[config.mk]
export PLATFORM = sky130hd
export DESIGN_NAME = bitcoin_nonce_scan_flat
export DESIGN_NICKNAME = d
export VERILOG_FILES = /design/src/rtl/bitcoin_pkg.sv /design/src/rtl/bitcoin_nonce_scan_if.sv /design/src/rtl/nonce_select.sv /design/src/rtl/bitcoin_nonce_scan.sv /design/src/flat_wrapper.sv
export SDC_FILE = /design/constraint.sdc
export NUM_CORES = 1
export LEC_CHECK = 0
export CAP_MARGIN = 20
export CELL_PAD_IN_SITES_DETAIL_PLACEMENT = 1
export CELL_PAD_IN_SITES_GLOBAL_PLACEMENT = 2
export CORE_MARGIN = 2
export CORE_UTILIZATION = 32
export CTS_CLUSTER_SIZE = 20
export DETAILED_ROUTE_END_ITERATION = 8
export PLACE_DENSITY_LB_ADDON = 0.1
export SETUP_SLACK_MARGIN = 0.2
export SLEW_MARGIN = 20
export SYNTH_ARGS = -nofsm -noshare
export SYNTH_HDL_FRONTEND = slang
export SYNTH_SLANG_ARGS = --single-unit
export TNS_END_PERCENT = 20
[constraint.sdc]
create_clock -name clk -period 5.6 [get_ports clk]
set_input_delay 1.4 -clock clk [delete_from_list [all_inputs] [get_ports clk]]
set_output_delay 1.4 -clock clk [all_outputs]
set_load 0.05 [all_outputs]
[src/rtl/bitcoin_pkg.sv]
// bitcoin_pkg: shared types and constants for the nonce scanner.
//   scan_state_t  - scanner FSM states
//   FOUND_BIT     - bit position of the found flag in the status word
//   HASH_ALL_ONES - "no hash yet" value for min_hash
package bitcoin_pkg;

  typedef enum logic [2:0] {
    IDLE,
    ISSUE,
    DRAIN,
    WRITE,
    FIN
  } scan_state_t;

  localparam int FOUND_BIT = 31;
  localparam logic [31:0] HASH_ALL_ONES = 32'hFFFF_FFFF;

endpackage

[src/rtl/bitcoin_nonce_scan_if.sv]
// bitcoin_nonce_scan_if: shared synchronous memory port used by the scanner.
//   mem_we         - write enable (master -> memory)
//   mem_addr       - address, registered by the master
//   mem_write_data - write data, registered by the master
//   mem_read_data  - read data (memory -> master)
// Modports: master (scanner side), slave (memory side).
interface bitcoin_nonce_scan_if #(
  parameter int ADDR_W = 16,
  parameter int DATA_W = 32
) ();

  logic              mem_we;
  logic [ADDR_W-1:0] mem_addr;
  logic [DATA_W-1:0] mem_write_data;
  logic [DATA_W-1:0] mem_read_data;

  modport master (
    output mem_we,
    output mem_addr,
    output mem_write_data,
    input  mem_read_data
  );

  modport slave (
    input  mem_we,
    input  mem_addr,
    input  mem_write_data,
    output mem_read_data
  );

endinterface

[src/rtl/nonce_select.sv]
// nonce_select: per-capture compare/update of the {found, nonce, min_hash} verdict.
// Optional feature macro: BEST_TRACK_EN
//   defined   - track the minimum hash over all captures (ties keep the lower index)
//   undefined - keep the first capture whose hash is below target
// Ports:
//   clk, reset_n - clock, asynchronous active-low reset
//   clear        - start of a new scan, returns the verdict to "nothing found"
//   cap_en       - a read result is being captured this cycle
//   cap_idx      - nonce index of the captured word
//   cap_data     - captured hash word
//   target       - difficulty threshold (unsigned)
//   found, nonce, min_hash - current verdict
module nonce_select
  import bitcoin_pkg::*;
#(
  parameter int DATA_W = 32,
  parameter int NW     = 4
) (
  input  logic              clk,
  input  logic              reset_n,
  input  logic              clear,
  input  logic              cap_en,
  input  logic [NW-1:0]     cap_idx,
  input  logic [DATA_W-1:0] cap_data,
  input  logic [DATA_W-1:0] target,
  output logic              found,
  output logic [NW-1:0]     nonce,
  output logic [DATA_W-1:0] min_hash
);

  logic hit;

  // Strict compare: a hash equal to the target does not qualify.
  assign hit = cap_data < target;

`ifdef BEST_TRACK_EN
  // Strict less-than keeps the earlier index on ties; found follows the
  // running minimum, which only changes when a smaller hash arrives.
  always_ff @(posedge clk or negedge reset_n) begin
    if (!reset_n) begin
      found    <= 1'b0;
      nonce    <= '0;
      min_hash <= DATA_W'(HASH_ALL_ONES);
    end else if (clear) begin
      found    <= 1'b0;
      nonce    <= '0;
      min_hash <= DATA_W'(HASH_ALL_ONES);
    end else if (cap_en && (cap_data < min_hash)) begin
      found    <= hit;
      nonce    <= cap_idx;
      min_hash <= cap_data;
    end
  end
`else
  // Once a hit is latched, later hits are ignored.
  always_ff @(posedge clk or negedge reset_n) begin
    if (!reset_n) begin
      found    <= 1'b0;
      nonce    <= '0;
      min_hash <= DATA_W'(HASH_ALL_ONES);
    end else if (clear) begin
      found    <= 1'b0;
      nonce    <= '0;
      min_hash <= DATA_W'(HASH_ALL_ONES);
    end else if (cap_en && !found && hit) begin
      found    <= 1'b1;
      nonce    <= cap_idx;
      min_hash <= cap_data;
    end
  end
`endif

endmodule

[src/rtl/bitcoin_nonce_scan.sv]
// bitcoin_nonce_scan: reads back NUM_NONCES hash words from result_addr onward,
// compares each with target and writes a status word {found, 0.., nonce}
// to status_addr.
// Optional feature macro: BEST_TRACK_EN (see nonce_select).
// Ports:
//   clk, reset_n  - clock, asynchronous active-low reset
//   start         - begin scan (sampled only while idle, with the three inputs below)
//   result_addr   - base address of the hash words
//   status_addr   - address of the status word
//   target        - difficulty threshold (unsigned)
//   done          - 1 while idle, 0 while scanning
//   found, nonce, min_hash - verdict of the latest scan
//   mem_clk       - memory clock (= clk)
//   mem           - memory port (master modport): we/addr/write_data/read_data
// Memory timing: address registered at edge N, read data sampled at edge N+2.
module bitcoin_nonce_scan
  import bitcoin_pkg::*;
#(
  parameter  int NUM_NONCES = 16,
  parameter  int ADDR_W     = 16,
  parameter  int DATA_W     = 32,
  localparam int NW         = (NUM_NONCES > 1) ? $clog2(NUM_NONCES) : 1
) (
  input  logic                        clk,
  input  logic                        reset_n,
  input  logic                        start,
  input  logic [ADDR_W-1:0]           result_addr,
  input  logic [ADDR_W-1:0]           status_addr,
  input  logic [DATA_W-1:0]           target,
  output logic                        done,
  output logic                        found,
  output logic [NW-1:0]               nonce,
  output logic [DATA_W-1:0]           min_hash,
  output logic                        mem_clk,
  bitcoin_nonce_scan_if.master        mem
);

  localparam logic [NW-1:0] LAST_IDX = NW'(NUM_NONCES - 1);

  scan_state_t       state, next_state;
  logic [NW-1:0]     ic, cc;
  logic              issue_v, pipe_v;
  logic [ADDR_W-1:0] result_q, status_q;
  logic [DATA_W-1:0] target_q;
  logic              start_ok;

  logic              done_d, we_d, issue_d;
  logic [ADDR_W-1:0] addr_d;
  logic [DATA_W-1:0] wdata_d, status_word;

  assign mem_clk  = clk;
  assign start_ok = (state == IDLE) && start;

  // State register.
  always_ff @(posedge clk or negedge reset_n) begin
    if (!reset_n) state <= IDLE;
    else          state <= next_state;
  end

  // Next-state logic. DRAIN leaves on the capture of the last index.
  always_comb begin
    next_state = state;
    case (state)
      IDLE:    if (start) next_state = (NUM_NONCES == 1) ? DRAIN : ISSUE;
      ISSUE:   if (ic == LAST_IDX) next_state = DRAIN;
      DRAIN:   if (pipe_v && (cc == LAST_IDX)) next_state = WRITE;
      WRITE:   next_state = FIN;
      FIN:     next_state = IDLE;
      default: next_state = IDLE;
    endcase
  end

  // Status word: found flag in the MSB, nonce in the low bits.
  always_comb begin
    status_word              = '0;
    status_word[FOUND_BIT]   = found;
    status_word[NW-1:0]      = nonce;
  end

  // Output logic: next values of the registered outputs.
  always_comb begin
    done_d  = done;
    we_d    = 1'b0;
    issue_d = 1'b0;
    addr_d  = mem.mem_addr;
    wdata_d = mem.mem_write_data;
    case (state)
      IDLE: begin
        done_d = 1'b1;
        if (start) begin
          done_d  = 1'b0;
          addr_d  = result_addr;
          issue_d = 1'b1;
        end
      end
      ISSUE: begin
        addr_d  = result_q + ADDR_W'(ic);
        issue_d = 1'b1;
      end
      WRITE: begin
        we_d    = 1'b1;
        addr_d  = status_q;
        wdata_d = status_word;
      end
      default: ;
    endcase
  end

  // Registered outputs plus the 2-deep valid pipe that marks capture slots.
  always_ff @(posedge clk or negedge reset_n) begin
    if (!reset_n) begin
      done               <= 1'b0;
      mem.mem_we         <= 1'b0;
      mem.mem_addr       <= '0;
      mem.mem_write_data <= '0;
      issue_v            <= 1'b0;
      pipe_v             <= 1'b0;
    end else begin
      done               <= done_d;
      mem.mem_we         <= we_d;
      mem.mem_addr       <= addr_d;
      mem.mem_write_data <= wdata_d;
      issue_v            <= issue_d;
      pipe_v             <= issue_v;
    end
  end

  // Scan inputs are latched at start; ic counts issued reads, cc captured ones.
  always_ff @(posedge clk or negedge reset_n) begin
    if (!reset_n) begin
      result_q <= '0;
      status_q <= '0;
      target_q <= '0;
      ic       <= '0;
      cc       <= '0;
    end else begin
      if (start_ok) begin
        result_q <= result_addr;
        status_q <= status_addr;
        target_q <= target;
        ic       <= NW'(1);
      end else if (state == ISSUE) begin
        ic <= ic + 1'b1;
      end
      if (start_ok)    cc <= '0;
      else if (pipe_v) cc <= cc + 1'b1;
    end
  end

  nonce_select #(
    .DATA_W (DATA_W),
    .NW     (NW)
  ) u_nonce_select (
    .clk      (clk),
    .reset_n  (reset_n),
    .clear    (start_ok),
    .cap_en   (pipe_v),
    .cap_idx  (cc),
    .cap_data (mem.mem_read_data),
    .target   (target_q),
    .found    (found),
    .nonce    (nonce),
    .min_hash (min_hash)
  );

endmodule
[src/flat_wrapper.sv]
// flat-port wrapper written by rule: the top's interface ports become plain ports
module bitcoin_nonce_scan_flat import bitcoin_pkg::*;
#(
  parameter  int NUM_NONCES = 16,
  parameter  int ADDR_W     = 16,
  parameter  int DATA_W     = 32,
  localparam int NW         = (NUM_NONCES > 1) ? $clog2(NUM_NONCES) : 1
)
  (clk, reset_n, start, result_addr, status_addr, target, done, found, nonce, min_hash, mem_clk, mem_mem_we, mem_mem_addr, mem_mem_write_data, mem_mem_read_data);
  bitcoin_nonce_scan_if #(.ADDR_W(ADDR_W), .DATA_W(DATA_W)) mem_i ();
  input  logic clk;
  input  logic reset_n;
  input  logic start;
  input  logic [ADDR_W-1:0] result_addr;
  input  logic [ADDR_W-1:0] status_addr;
  input  logic [DATA_W-1:0] target;
  output logic done;
  output logic found;
  output logic [NW-1:0] nonce;
  output logic [DATA_W-1:0] min_hash;
  output logic mem_clk;
  output wire logic [$bits(mem_i.mem_we)-1:0] mem_mem_we;
  output wire logic [$bits(mem_i.mem_addr)-1:0] mem_mem_addr;
  output wire logic [$bits(mem_i.mem_write_data)-1:0] mem_mem_write_data;
  input wire logic [$bits(mem_i.mem_read_data)-1:0] mem_mem_read_data;
  assign mem_mem_we = mem_i.mem_we;
  assign mem_mem_addr = mem_i.mem_addr;
  assign mem_mem_write_data = mem_i.mem_write_data;
  assign mem_i.mem_read_data = mem_mem_read_data;
  bitcoin_nonce_scan #(.NUM_NONCES(NUM_NONCES), .ADDR_W(ADDR_W), .DATA_W(DATA_W)) u_core (.clk(clk), .reset_n(reset_n), .start(start), .result_addr(result_addr), .status_addr(status_addr), .target(target), .done(done), .found(found), .nonce(nonce), .min_hash(min_hash), .mem_clk(mem_clk), .mem(mem_i));
endmodule
==> results.md <==
* Drt drc at 0
* Hold-fix buffers at CTS at 0
* Min-Delay Path Depth at 0
* Yosys warns at 0
* Layout cells sized above 1 at 9.54%
* # fillers at 2468
* Crit path max fanout at 2
* MaxCap Viol Count at 0
* Worst skew pair latency at 0.54 ns
* Outcome: finished clean
* Post-CTS setup repair buffer count at 0
* Via count at 5598
* Worst R2R Path Depth at 9
* R2R setup slack at 3.01 ns
* RR Endpoint: u_core.u_nonce_select.min_hash[24]
* Worst hold path type: register to register
* Starting Density at 32.4%
* Synth top area share at 37.3%
* CP Capture Type: output port
* Pwr Density at 619 nW/um^2
* Post-Syn Area at 7040 um^2
* Endpoints failing setup at 0
* R2R Path Start: u_core.target_q[2]
* RSZ-0062 raised after global routing: false
* Top_reg_cell synth: dfrtp_1
* Syn Area/Cell at 9.36 um^2
* Synth cell types at 49
* Clk slew on worst S/H paths at 0.05 ns
* Area grow syn2layout at 34.4%
* WHS Endpoint: u_core.pipe_v
* Final net count at 1036
* Total global-route track usage at 17.9%
* Pins Over Slew Limit at 0
* Slew headroom at 33.7%
* Initial antenna violation count at 0
* Antenna Nets Post-Route at 0
* Clock tree from TritonCTS: yes
* Final hold vios at 0
* Diode count at 0
* Total die area at 23200 um^2
* Final WL at 19900 um
* Area of the multi-input gates at 3100 um^2
* Pin count of the biggest net entering global routing at 127
* CTS resizes at 0
* Vias in the first global route at 6204
* Iter 0 DRT Violations at 189
* DP HPWL at 13900 um
* Setup Skew at 0.00889 ns
* TritonRoute pass-1 iters at 4
* Core ar. at 21700 um^2
* Die width at 152 um
* Remaining global-route overflow at 0
* Cells after Synth at 752
* Post-synthesis sequential area ratio at 49.3%
* Via density at 4.70
* Io pins at 187
* Leakage at 0.00420 uW
* Final core utilization at 43.6%
* Post-synth top area cell: dfrtp_1
* Setup TNS at 0 ns
* Hold Path Origin: u_core.issue_v
* Number of port buffers at 159
* Critical path data arrival time at 3.74 ns
* Most frequent cells in the layout: nand2_1 (162), clkdlybuf4s50_1 (158), dfrtp_1 (105)
* First-pass GRT wire length at 32800 um
* Most common cell after layout, fill and taps aside: nand2_1
* Row cnt at 54
* Peak supply drop at 0.370 mV
* Crit start category: clock port
* Post-synthesis register bit count at 137
* Crit Path Class: clock port to output port
* Top post-synthesis cells by area: dfrtp_1 (37%), dfstp_2 (12%), nand2_1 (8.7%)
* DIE HEIGHT at 152 um
* Worst-Margin Slew at 0.994 ns
* Fraction of registers with async set/reset at 100%
* Gpl congestion at 0.785
* Drt wl/cell at 16.7 um
* Req. time, crit path at 4.20 ns
* Number of synthesized flops with an enable pin at 0
* FF+latch area at 3470 um^2
[critical path, cell delays in order]
cell and delay [ns]:
clkbuf_16 0.12, clkbuf_16 0.13, clkdlybuf4s50_1 0.69
[area by class of cell]
cell class              instances  share of cell area (%)
multi-input cells             534                    32.8
clock buffers                  24                    5.73
clock inverters                12                    2.08
inverters                      43                    1.71
flip-flops and latches        137                    36.7
repair buffers                162                    17.3
well taps                     280                    3.71
[cell usage after synthesis (2+ instances only)]
| cell | count |
|---|---|
| o22ai_1 | 9 |
| and2_1 | 3 |
| nor2_1 | 93 |
| a211oi_2 | 2 |
| buf_2 | 13 |
| clkbuf_1 | 15 |
| dfstp_2 | 32 |
| mux2i_1 | 41 |
| xnor2_1 | 12 |
| a21o_1 | 3 |
| a221oi_1 | 2 |
| a31oi_1 | 6 |
| buf_4 | 29 |
| o31ai_1 | 2 |
| buf_12 | 3 |
| nor3_1 | 5 |
| and3_1 | 4 |
| mux2_2 | 5 |
| ha_1 | 37 |
| nor4_1 | 3 |
| nand4_1 | 7 |
| o21ai_0 | 50 |
| dfrtp_1 | 105 |
| a211oi_1 | 8 |
| buf_1 | 3 |
| nand2_1 | 163 |
| nand3_1 | 4 |
| a21oi_1 | 21 |
| inv_1 | 43 |
| nor2b_1 | 7 |
| xor2_1 | 3 |
| and4_1 | 2 |
[per-layer routing]
layer / GRT usage (%) / vias up / wire length [um]
met4: 6.41 / 0 / 316
met5: 0 / - / 0
met3: 4.18 / 23 / 783
met2: 31.2 / 113 / 10100
met1: 21.5 / 2736 / 8710
li1: - / 2726 / -
[sequential cells by signal, indices dropped and copies added (netlist names), 3 cells and up]
signal	cells
u_core.ic	4
u_core.u_nonce_select.min_hash	32
u_core.cc	4
u_core.target_q	32
u_core.state	3
u_core.u_nonce_select.nonce	4
u_core.mem.mem_write_data	5
u_core.mem.mem_addr	16
u_core.result_q	16
u_core.status_q	16
[metrics by stage]
stage          std cells  worst slack, ns  total power (uW)  cell area [um^2]  hold WS (ns)
2_1_floorplan        778             1.23              3730              7130         0.331
3_3_place_gp        1157            0.728              4450              8720         0.339
3_5_place_dp        1157            0.728              4540              8720         0.336
4_1_cts             1192            0.456              5950              9450         0.349
5_1_grt             1192            0.450              6270              9450         0.359
6_report            1192            0.465              5860              9450         0.345
[power by group]
group | switching, uW | internal, uW | total, uW | leakage (uW)
Combinational | 1670 | 981 | 2660 | 0.00221
Sequential | 281 | 1510 | 1790 | 0.00164
Clock | 493 | 915 | 1410 | 0.000353
[how the worst max path moves through the flow]
stage | from | endpoint | slack, ns
after floorplan | clk | mem_clk | 1.23
after global placement | clk | mem_clk | 0.73
after detailed placement | clk | mem_clk | 0.73
after CTS | clk | mem_clk | 0.46
after global routing | clk | mem_clk | 0.45
final | clk | mem_clk | 0.46
[cells by family after synthesis]
family          count (synthesis)  synth area share, %
flops                         137                 49.3
mux                            46                 6.63
other cells                     1               0.0533
compound gates                112                 9.76
simple gates                  296                 17.2
xor+xnor                       15                 1.87
fa+ha+maj                      38                 6.86
buf+inv                       107                 8.29
No activity file was read; power rests on OpenSTA's default activity.
